File: src/rtl/instruction_fetch_unit_if.sv
// instruction_fetch_unit_if: ROM port, redirect and decode handshake bundle for the fetch unit.
// master = fetch unit side, slave = ROM/decode/branch side.
interface instruction_fetch_unit_if;
    logic [5:0]  rom_addr;
    logic [31:0] rom_data;
    logic        br_valid;
    logic [31:0] br_target;
    logic        if_valid;
    logic        if_ready;
    logic [31:0] if_instr;
    logic [31:0] if_pc;
    logic        if_done;
    modport master (
        output rom_addr, if_valid, if_instr, if_pc, if_done,
        input  rom_data, br_valid, br_target, if_ready
    );
    modport slave (
        input  rom_addr, if_valid, if_instr, if_pc, if_done,
        output rom_data, br_valid, br_target, if_ready
    );
endinterface

File: src/rtl/instruction_fetch_unit.sv
// instruction_fetch_unit: one-word-per-cycle ROM fetch into a 2-entry {pc, instr} FIFO with redirect.
// Optional FETCH_PERF_CNT_EN adds a saturating accepted-instruction counter on fetch_count.
module instruction_fetch_unit #(
    parameter int          PROG_LEN = 12,
    parameter logic [31:0] RESET_PC = 32'h0
) (
    input  logic clka,
    input  logic rst_n,
    instruction_fetch_unit_if.master bus
`ifdef FETCH_PERF_CNT_EN
    ,
    output logic [15:0] fetch_count
`endif
);
    typedef enum logic [1:0] {FETCH, HALT, DONE} state_t;
    localparam logic [31:0] LEN = 32'(PROG_LEN);
    state_t      state;
    logic [31:0] req_pc;
    logic [31:0] inflight_pc;
    logic        inflight;
    logic [31:0] fifo_pc [2];
    logic [31:0] fifo_instr [2];
    logic        wr_ptr;
    logic        rd_ptr;
    logic [1:0]  count;
    logic        pop;
    logic        in_range;
    logic        tgt_in_range;
    logic        issue;
    logic [2:0]  occ;
    logic        unused_bits;
    assign unused_bits  = ^bus.br_target[1:0];
    assign pop          = (count != 2'd0) && bus.if_ready;
    assign in_range     = {2'b00, req_pc[31:2]} < LEN;
    assign tgt_in_range = {2'b00, bus.br_target[31:2]} < LEN;
    // Occupancy counts the word in flight so a full FIFO never gets overrun.
    assign occ          = {1'b0, count} + {2'b00, inflight} - {2'b00, pop};
    assign issue        = (state == FETCH) && in_range && (occ < 3'd2);
    assign bus.if_valid = count != 2'd0;
    assign bus.if_instr = fifo_instr[rd_ptr];
    assign bus.if_pc    = fifo_pc[rd_ptr];
    assign bus.if_done  = state == DONE;
    always_ff @(posedge clka or negedge rst_n) begin
        if (!rst_n) begin
            state         <= FETCH;
            req_pc        <= RESET_PC;
            inflight_pc   <= 32'h0;
            inflight      <= 1'b0;
            bus.rom_addr  <= RESET_PC[7:2];
            wr_ptr        <= 1'b0;
            rd_ptr        <= 1'b0;
            count         <= 2'd0;
            fifo_pc[0]    <= 32'h0;
            fifo_pc[1]    <= 32'h0;
            fifo_instr[0] <= 32'h0;
            fifo_instr[1] <= 32'h0;
        end else if (bus.br_valid) begin
            // Redirect wins over issue, capture and pop; the in-flight word is dropped.
            count    <= 2'd0;
            wr_ptr   <= 1'b0;
            rd_ptr   <= 1'b0;
            inflight <= 1'b0;
            req_pc   <= {bus.br_target[31:2], 2'b00};
            state    <= tgt_in_range ? FETCH : HALT;
        end else begin
            if (inflight) begin
                fifo_pc[wr_ptr]    <= inflight_pc;
                fifo_instr[wr_ptr] <= bus.rom_data;
                wr_ptr             <= ~wr_ptr;
            end
            if (pop)
                rd_ptr <= ~rd_ptr;
            count    <= count + {1'b0, inflight} - {1'b0, pop};
            inflight <= issue;
            if (issue) begin
                bus.rom_addr <= req_pc[7:2];
                inflight_pc  <= req_pc;
                req_pc       <= req_pc + 32'd4;
            end
            state <= (state == FETCH && !in_range) ? HALT :
                     (state == HALT && count == 2'd0 && !inflight) ? DONE : state;
        end
    end
`ifdef FETCH_PERF_CNT_EN
    always_ff @(posedge clka or negedge rst_n) begin
        if (!rst_n)
            fetch_count <= 16'h0;
        else if (pop && !bus.br_valid && fetch_count != 16'hFFFF)
            fetch_count <= fetch_count + 16'd1;
    end
`endif
endmodule

File: src/flat_wrapper.sv
// flat-port wrapper written by rule: the top's interface ports become plain ports
module instruction_fetch_unit_flat 
#(
    parameter int          PROG_LEN = 12,
    parameter logic [31:0] RESET_PC = 32'h0
)
  (clka, rst_n, bus_rom_addr, bus_if_valid, bus_if_instr, bus_if_pc, bus_if_done, bus_rom_data, bus_br_valid, bus_br_target, bus_if_ready);
  instruction_fetch_unit_if bus_i ();
  input  logic clka;
  input  logic rst_n;
  output wire logic [$bits(bus_i.rom_addr)-1:0] bus_rom_addr;
  output wire logic [$bits(bus_i.if_valid)-1:0] bus_if_valid;
  output wire logic [$bits(bus_i.if_instr)-1:0] bus_if_instr;
  output wire logic [$bits(bus_i.if_pc)-1:0] bus_if_pc;
  output wire logic [$bits(bus_i.if_done)-1:0] bus_if_done;
  input wire logic [$bits(bus_i.rom_data)-1:0] bus_rom_data;
  input wire logic [$bits(bus_i.br_valid)-1:0] bus_br_valid;
  input wire logic [$bits(bus_i.br_target)-1:0] bus_br_target;
  input wire logic [$bits(bus_i.if_ready)-1:0] bus_if_ready;
  assign bus_rom_addr = bus_i.rom_addr;
  assign bus_if_valid = bus_i.if_valid;
  assign bus_if_instr = bus_i.if_instr;
  assign bus_if_pc = bus_i.if_pc;
  assign bus_if_done = bus_i.if_done;
  assign bus_i.rom_data = bus_rom_data;
  assign bus_i.br_valid = bus_br_valid;
  assign bus_i.br_target = bus_br_target;
  assign bus_i.if_ready = bus_if_ready;
  instruction_fetch_unit #(.PROG_LEN(PROG_LEN), .RESET_PC(RESET_PC)) u_core (.clka(clka), .rst_n(rst_n), .bus(bus_i));
endmodule
File: config.mk
export PLATFORM = sky130hd
export DESIGN_NAME = instruction_fetch_unit_flat
export DESIGN_NICKNAME = d
export VERILOG_FILES = /design/src/rtl/instruction_fetch_unit_if.sv /design/src/rtl/instruction_fetch_unit.sv /design/src/flat_wrapper.sv
export SDC_FILE = /design/constraint.sdc
export NUM_CORES = 1
export LEC_CHECK = 0
export ABC_AREA = 1
export ABC_CLOCK_PERIOD_IN_PS = 3200
export CORE_AREA = 2 2 128 130
export DETAILED_ROUTE_END_ITERATION = 7
export DIE_AREA = 0 0 130 132
export PLACE_DENSITY = 0.79
export SYNTH_ARGS = -nofsm -noshare
export SYNTH_HDL_FRONTEND = slang
export SYNTH_SLANG_ARGS = --single-unit
export TNS_END_PERCENT = 20
File: constraint.sdc
create_clock -name clka -period 3.2 [get_ports clka]
set_input_delay 0.64 -clock clka [delete_from_list [all_inputs] [get_ports clka]]
set_output_delay 0.64 -clock clka [all_outputs]
set_load 0.01 [all_outputs]
==> metrics list, run 1 <==
- Data arrival time at the worst-slack endpoint: 2.29 ns
- Quantity of hold-fixing buffers added after cts: 0
- Violation count after the first detailed-routing iteration: 350
- Final #Nets: 1186
* Fmax: 0.3417 GHz
- After floorplanning, the core was divided into 46 placement rows.
* Post-CTS Setup Bufs: 0
- The repair_antennas step left the layout with diodes totalling 0.
- Number of synthesis warnings: 0
* Post-layout instance area: 10380 um^2
* Port bufs: 135
- Power spread over the standard cell area amounts to 492.9 nW/um^2.
- Gr ovfl total: 0
- Setup crit end kind: output pin
- TritonCTS built the clock tree.
- At the worst endpoint, the required time is 2.56 ns.
- The run finished with clean final reports.
- The clock passes through at most 2 buffers.
- Clk Tree Root Cell: sky130_fd_sc_hd__clkbuf_16
- Worst setup skew after layout: 0.009170 ns
* Overall die width: 130 um
- After synthesis the netlist holds a flip-flop and latch count of 191.
- Classification of the worst setup path: flop to output pin
* Final critical-path required period: 2.927 ns
- In this run the static leakage power is 0.005253 uW.
* Highest net fanout along the worst path: 38
* Kind of launch point of the worst setup path: flop
- Detail Placement HPWL: 10.95 mm
* Number of clock sinks: 191
* Final setup vio count: 0
* Number of vias after detailed routing: 6460
- Area share of the largest cell type after synthesis: 57.91%
- Number of buffers inserted during clock tree synthesis: 17
- Worst slew margin relative to its limit: 49.57%
- The path class of the tightest hold or removal check is primary input to asynchronous set/reset pin.
- Number of global-route vias before repair: 6249
- After detailed routing, the number of remaining DRC violations is 0.
- Final Slew Violations: 0
* Mapped Avg Cell Area: 8.253 um^2
* Number of distinct library cells after synthesis: 27
* CTS H-tree depth: 4
- Before antenna repair, the detailed router went through 4 iterations.
* Final Hold Viols: 0
* Count of cells along the worst register-to-register path: 15
- Relative to the synthesized area, the layout overhead comes to 25.71%.
- Of all cell types, the one taking the most synthesized area is sky130_fd_sc_hd__dfrtp_1.
- The initial antenna violation count came to 0.
- At the end of routability-driven placement, the weighted congestion stood at 0.7454.
- VDD IR max: 0.3521 mV
- After synthesis, flip-flops and latches occupy 57.91% of the total area.
- Yosys attributes the largest share of cell area to sky130_fd_sc_hd__dfrtp_1 (58%), sky130_fd_sc_hd__nand2_1 (18%), sky130_fd_sc_hd__o21ai_0 (6.4%).
- The post-route netlist has 5.413% of its cells at a drive strength greater than 1.
* Final period utilization: 91.45%
- Mean number of vias per cell: 4.810
* Mapped cell area: 8253 um^2
* Count of antenna-violating nets left after detailed routing: 0
- RSZ-0062 raised after global routing: false
* Reg clk slew, reported paths: 0.06 ns
- In the global route stage, overall resource usage came out at 20.87%.
- Avg WL per Cell: 12.52 um
* Die Footprint: 17160 um^2
- Worst hold margin: 0.2960 ns
* Initial standard-cell utilization of the core: 52.52%
- Entering global routing, the biggest net connects 98 pins.
* Setup total negative slack: 0 ns
- Routed wire length: 16.81 mm
* Cells after Synth: 1000
- The tool flagged a number of max-cap violations equal to 0.
- Clock latency on the worst-skew pair, taken at its later pin, is 0.43 ns.
- For the pin with the worst max-slew slack, the measured transition is 0.7564 ns.
- Die height: 132 um
- The first global-routing pass estimated 28.74 mm of wire.
- After clock tree synthesis, the repair step resized 0 gates.
- Summing all placed instances gives a cell area of 9804 um^2.
* Boundary pin count: 140
- The region available for standard cell placement spans 15710 um^2.
cell usage after synthesis, drive strengths merged:
cell and n:
a21oi 1, a31oi 1, buf 33, clkbuf 27, conb 1, dfrtp 191
fa 1, ha 3, inv 125, nand2 386, nand3 38, nand3b 1
nand4 5, nor2 31, nor3 1, o21ai 151, o311ai 1, xnor2 1
xor2 2
state kept, by name, summed over array words and instances (netlist names):
register / count
u_core.inflight: 1
u_core.rd_ptr: 1
u_core.inflight_pc: 30
u_core.count: 2
u_core.wr_ptr: 1
u_core.state: 2
u_core.req_pc: 30
u_core.fifo_instr: 64
u_core.fifo_pc: 60
per-stage QoR:
stage	total power (uW)	instances	worst slack (ns)	util, %
2_1_floorplan	2859	1001	0.6981	-
3_3_place_gp	3134	1311	0.08088	62.40
3_5_place_dp	3145	1311	0.02822	62.40
4_1_cts	5179	1343	0.1909	66.03
5_1_grt	5338	1343	0.08162	66.03
6_report	5114	1343	0.2735	66.03
per-layer routing:
metal  share of wire [%]  wire length [um]  vias to the layer above  global-route usage [%]
li1                    -                 -                     3292                       -
met1                  47              7962                     3009                   28.21
met2                  47              7902                      141                   33.80
met3                 4.3               719                       18                   4.058
met4                 1.4               227                        0                   7.168
met5                   0                 0                        -                       0
cell usage in the layout, fill, tap and decap left out:
cell                              instances
sky130_fd_sc_hd__nor2_1                  30
sky130_fd_sc_hd__nand3b_4                 1
sky130_fd_sc_hd__a31oi_1                  1
sky130_fd_sc_hd__nand2_4                  1
sky130_fd_sc_hd__nand4_1                  5
sky130_fd_sc_hd__nor2_4                   1
sky130_fd_sc_hd__nand3_1                 36
sky130_fd_sc_hd__nand3_4                  1
sky130_fd_sc_hd__conb_1                   2
sky130_fd_sc_hd__nand2_1                385
sky130_fd_sc_hd__nor3_1                   1
sky130_fd_sc_hd__buf_4                   13
sky130_fd_sc_hd__clkbuf_1                 2
sky130_fd_sc_hd__fa_1                     1
sky130_fd_sc_hd__inv_6                    1
sky130_fd_sc_hd__dfrtp_1                190
sky130_fd_sc_hd__clkinv_2                 4
sky130_fd_sc_hd__o21ai_0                105
sky130_fd_sc_hd__xnor2_1                  1
sky130_fd_sc_hd__dfrtp_2                  1
sky130_fd_sc_hd__clkbuf_16               17
sky130_fd_sc_hd__clkinvlp_4               2
sky130_fd_sc_hd__o21ai_1                 46
sky130_fd_sc_hd__inv_2                    5
sky130_fd_sc_hd__xor2_1                   2
sky130_fd_sc_hd__ha_1                     3
sky130_fd_sc_hd__clkbuf_8                 5
sky130_fd_sc_hd__buf_12                   6
sky130_fd_sc_hd__o311ai_0                 1
sky130_fd_sc_hd__a21oi_1                  1
sky130_fd_sc_hd__bufinv_16                1
sky130_fd_sc_hd__clkinv_4                 1
sky130_fd_sc_hd__inv_1                  120
sky130_fd_sc_hd__clkdlybuf4s50_1        134
sky130_fd_sc_hd__nand3_2                  1
logic make-up (layout without fill, tap and decap cells):
group / Yosys count / in the layout / share of synthesized area (%)
AND/OR/NAND/NOR: 462 / 462 / 22.15
flip-flops: 191 / 191 / 57.91
buffers and inverters: 185 / 311 / 9.475
AO/OA/AOI/OAI: 154 / 154 / 9.400
adder cells (fa/ha/maj): 4 / 4 / 0.6975
XOR/XNOR: 3 / 3 / 0.3184
other: 1 / 2 / 0.04544
cell type report:
class                           instances  area [um^2]
Clock buffer                           23        488.0
Clock inverter                          9        82.58
Fill cell                            1336         5338
Inverter                              125        469.2
Multi-Input combinational cell        625         2711
Sequential cell                       191         4781
Tap cell                              216        270.3
Timing Repair Buffer                  154         1573
where the power goes:
group	leakage [uW]	internal, uW	total [uW]	switching (uW)
clock	0.000279	1150	2030	873
sequential	0.00260	2470	2550	75.0
combinational	0.00237	210	542	331
worst max-delay path, stage by stage (launching register included):
cell and delay (ns):
sky130_fd_sc_hd__dfrtp_2 0.60, sky130_fd_sc_hd__inv_2 0.12, sky130_fd_sc_hd__buf_4 0.39, sky130_fd_sc_hd__nand2_1 0.10, sky130_fd_sc_hd__nand2_1 0.08, sky130_fd_sc_hd__clkdlybuf4s50_1 0.56
path summary, 6_finish.rpt:
check                                                        start                                 end  slack, ns
worst max-delay path                     u_core.rd_ptr$_DFFE_PN0P_                    bus_if_instr[31]       0.27
worst min-delay path                                         rst_n   u_core.fifo_instr[16]$_DFFE_PN0P_       0.30
worst max register to register           u_core.count[1]$_DFF_PN0_   u_core.inflight_pc[3]$_DFFE_PN0P_       0.43
worst min register to register  u_core.inflight_pc[17]$_DFFE_PN0P_  u_core.inflight_pc[17]$_DFFE_PN0P_       0.47
max in group asynchronous                                    rst_n      u_core.fifo_pc[51]$_DFFE_PN0P_       2.10
min in group clka               u_core.inflight_pc[17]$_DFFE_PN0P_  u_core.inflight_pc[17]$_DFFE_PN0P_       0.47
(Power assumes the default switching activity.)
==> run 2: changes to the inputs <==
--- a/config.mk
+++ b/config.mk
@@ -6,11 +6,11 @@
 export NUM_CORES = 1
 export LEC_CHECK = 0
 export ABC_AREA = 1
-export ABC_CLOCK_PERIOD_IN_PS = 3200
-export CORE_AREA = 2 2 128 130
+export ABC_CLOCK_PERIOD_IN_PS = 2500
+export CORE_AREA = 2 2 135 137
 export DETAILED_ROUTE_END_ITERATION = 7
-export DIE_AREA = 0 0 130 132
-export PLACE_DENSITY = 0.79
+export DIE_AREA = 0 0 137 139
+export PLACE_DENSITY = 0.75
 export SYNTH_ARGS = -nofsm -noshare
 export SYNTH_HDL_FRONTEND = slang
 export SYNTH_SLANG_ARGS = --single-unit
==> constraint.sdc (replaced) <==
create_clock -name clka -period 2.5 [get_ports clka]
set_input_delay 0.5 -clock clka [delete_from_list [all_inputs] [get_ports clka]]
set_output_delay 0.5 -clock clka [all_outputs]
set_load 0.01 [all_outputs]
==> run 2 against run 1 <==
Compared with the run above: first-iteration DRC count up 27%; hold slack worse by 0.27 ns; design area up 4.0%; highest routed layer unchanged; largest power group unchanged; critical path depth up 11; via count up 0.56%; the run now ends with setup timing left; critical endpoint is now u_core.req_pc[2]$_DFFE_PN0P_; count of clock-buffer cells in the layout down 5; wire length up 6.1%; clock skew down 0.0014 ns; global-route usage down 1.7 points; setup slack worse by 0.39 ns; flip-flop and latch count unchanged.
==> metrics list, run 2 (synthesized netlist as in run 1, its figures left out) <==
- After layout, the worst path uses 104.7% of the clock period.
- Run status: complete, but fails checks
- The largest registers in the layout are u_core.fifo_instr (64), u_core.fifo_pc (60).
- Clock tree from TritonCTS: built
- The worst setup path is captured at a flop.
- The number of vias per cell after detailed routing is 4.745 (-1.4%).
* Floorplan row count: 49 (+6.5%)
* Highest net fanout along the worst path: 8 (-79%)
* Area growth, synth to finish: 30.70%
- Global-route wire length before repair: 29.32 mm (+2.0%)
* Number of clock sinks: 191 (unchanged)
- The core outline area came to 17660 um^2 (+12%).
- The arrival time of data at the critical path endpoint was 2.99 ns (+0.70 ns).
- Number of vias after detailed routing: 6496 (+0.56%)
- The detailed-placement wirelength estimate came to 11.27 mm (+2.9%).
- Largest Register: u_core.fifo_instr
- The register clock-pin slew on the reported worst setup and hold paths is 0.07 ns (about the same).
- The source-to-sink clock delay at the later pin of the worst-skew pair was 0.43 ns (about the same).
- Leak Pwr: 0.005745 uW (+9.4%)
- The number of DRC violations after detailed-routing iteration 0 came to 446 (+27%).
- The largest net degree at the start of global routing came to 79 (-19%).
- Final Hold Viols: 0 (unchanged)
* Detailed-route DRC error count: 0 (unchanged)
- The final sum of negative setup slack came to -3.234 ns (-3.234 ns).
- The number of global-route vias before repair is 6290 (+0.66%).
- The die span in x was 137 um (+5.4%).
* Final critical-path required period: 2.617 ns
- The count of antenna diodes in the layout came to 0 (unchanged).
* Final RePlAce weighted congestion: 0.7331 (-1.7%)
- RSZ-0062 raised after global routing: true
- The worst supply voltage drop on vdd came to 0.4921 mV (+40%).
- The number of I/O pins came to 140 (unchanged).
* Number of max-cap violations: 0 (unchanged)
- Number of antenna violations at the first check in global routing: 0 (unchanged)
- CTS placed an instance of sky130_fd_sc_hd__clkbuf_16 at the clock tree root.
* Power per standard cell area: 634.7 nW/um^2 (+29%)
* Max FFs per register: 64 (unchanged)
- Quantity of hold-fixing buffers added after cts: 0 (unchanged)
- Most frequent cells in the layout: sky130_fd_sc_hd__nand2_1 (382), sky130_fd_sc_hd__dfrtp_1 (190), sky130_fd_sc_hd__inv_1 (116), sky130_fd_sc_hd__clkdlybuf4s50_1 (116), sky130_fd_sc_hd__o21ai_0 (98)
- Die Footprint: 19040 um^2 (+11%)
- The sum of routed wire length over all layers came to 17.84 mm (+6.1%).
- Number of buffers inserted during clock tree synthesis: 17 (unchanged)
- Initial standard-cell utilization of the core: 46.74% (-5.8 points)
- The area of placed instances came to 9906 um^2 (+1.0%).
* Final Slew Violations: 0 (unchanged)
- The fraction of final layout cells with drive strength greater than 1 is 9.298% (+3.9 points).
- Fmax: 0.3822 GHz
* Final setup vio count: 59 (+59)
- The count of nets left with antenna violations after detail routing was 0 (unchanged).
* Worst setup skew after layout: 0.007779 ns (-0.001391 ns)
* CTS H-tree depth: 4 (unchanged)
* Port bufs: 135 (unchanged)
* Final #Nets: 1199 (+1.1%)
- The least setup slack across all paths after layout came to -0.1166 ns (-0.3901 ns).
- Class of the worst hold path: primary input to asynchronous set/reset pin
- Leaving out fill and tap cells, the most frequent cell in the layout is sky130_fd_sc_hd__nand2_1.
- Required time of the critical path: 2.87 ns (+0.31 ns)
- Post-layout instance area: 10790 um^2 (+4.0%)
- The routed length per placed instance was 13.03 um (+4.1%).
* Number of search-and-repair iterations in the first detailed-routing pass: 5 (+1)
* Violated checks: setup timing
- The vertical die dimension is 139 um (+5.3%).
* Gr ovfl total: 0 (unchanged)
* Filler cells: 1556 (+16%)
- The global-route total usage across every layer is 19.12% (-1.7 points).
* Classification of the worst setup path: flop to flop
- STA classifies the critical path startpoint as a flop.
- The maximum buffer depth of the clock tree was 2 (unchanged).
[run 2: through the flow]
step	total power [uW]	cells	hold slack [ns]	util, %	setup slack (ns)
3_3_place_gp	4101	1330	0.4485	56.10	-0.3880
5_1_grt	7136	1369	0.06376	61.09	-0.2142
6_report	6846	1369	0.03087	61.09	-0.1166
3_5_place_dp	4113	1330	0.4515	56.10	-0.4254
4_1_cts	6797	1363	0.04698	59.44	-0.04263
2_1_floorplan	3667	1001	0.2044	-	0.03147
[run 2: timing repair]
action / in CTS / in global routing
buffers inserted: 1 / 3
pin swaps: 2 / 8
resized for setup: 1 / 61
cloned: 0 / 3
endpoints found under the setup margin: 59 / 82
[run 2: worst paths after layout]
kind | cells after the start | to | slack (ns) | from
worst min-delay path | 1 | u_core.fifo_instr[1]$_DFFE_PN0P_ | 0.03 | rst_n
worst max-delay path | 16 | u_core.req_pc[2]$_DFFE_PN0P_ | -0.12 | u_core.count[0]$_DFF_PN0_
max in group asynchronous | 2 | u_core.inflight_pc[10]$_DFFE_PN0P_ | 1.69 | rst_n
worst min register to register | 2 | u_core.inflight_pc[21]$_DFFE_PN0P_ | 0.46 | u_core.inflight_pc[21]$_DFFE_PN0P_
min in group clka | 2 | u_core.inflight_pc[21]$_DFFE_PN0P_ | 0.46 | u_core.inflight_pc[21]$_DFFE_PN0P_
worst max register to register | 16 | u_core.req_pc[2]$_DFFE_PN0P_ | -0.12 | u_core.count[0]$_DFF_PN0_
[run 2: worst max-delay path, cell delays in order (launching register included)]
cell	delay [ns]
sky130_fd_sc_hd__dfrtp_1	0.40
sky130_fd_sc_hd__nor2_2	0.13
sky130_fd_sc_hd__inv_1	0.07
sky130_fd_sc_hd__nand2_2	0.07
sky130_fd_sc_hd__inv_2	0.05
sky130_fd_sc_hd__ha_4	0.23
sky130_fd_sc_hd__inv_4	0.05
sky130_fd_sc_hd__ha_4	0.12
sky130_fd_sc_hd__inv_2	0.03
sky130_fd_sc_hd__fa_1	0.57
sky130_fd_sc_hd__nand3_2	0.10
sky130_fd_sc_hd__nor2_4	0.20
sky130_fd_sc_hd__nand2_4	0.12
sky130_fd_sc_hd__clkbuf_16	0.19
sky130_fd_sc_hd__nand2_8	0.06
sky130_fd_sc_hd__nand2_1	0.07
sky130_fd_sc_hd__nand2_1	0.07
[run 2: report_power, final]
part | leakage (uW) | switching, uW | internal, uW
Combinational | 0.00285 | 546 | 407
Clock | 0.000286 | 1160 | 1500
Sequential | 0.00260 | 68.2 | 3160
[run 2: layout make-up]
cell class              count  area, um^2  share of cell area (%)
clock buffers              18       439.2                   4.071
clock inverters            14       140.1                   1.299
inverters                 125       471.7                   4.373
multi-input cells         625        2873                   26.63
flip-flops and latches    191        4781                   44.32
well taps                 229       286.5                   2.656
repair buffers            167        1795                   16.65
[run 2: per-layer routing]
layer / up-vias / wire length (um) / track usage, %
met4: 0 / 278 / 5.914
li1: 3319 / - / -
met3: 21 / 778 / 4.496
met5: - / 0 / 0
met2: 131 / 8592 / 30.51
met1: 3025 / 8186 / 25.92
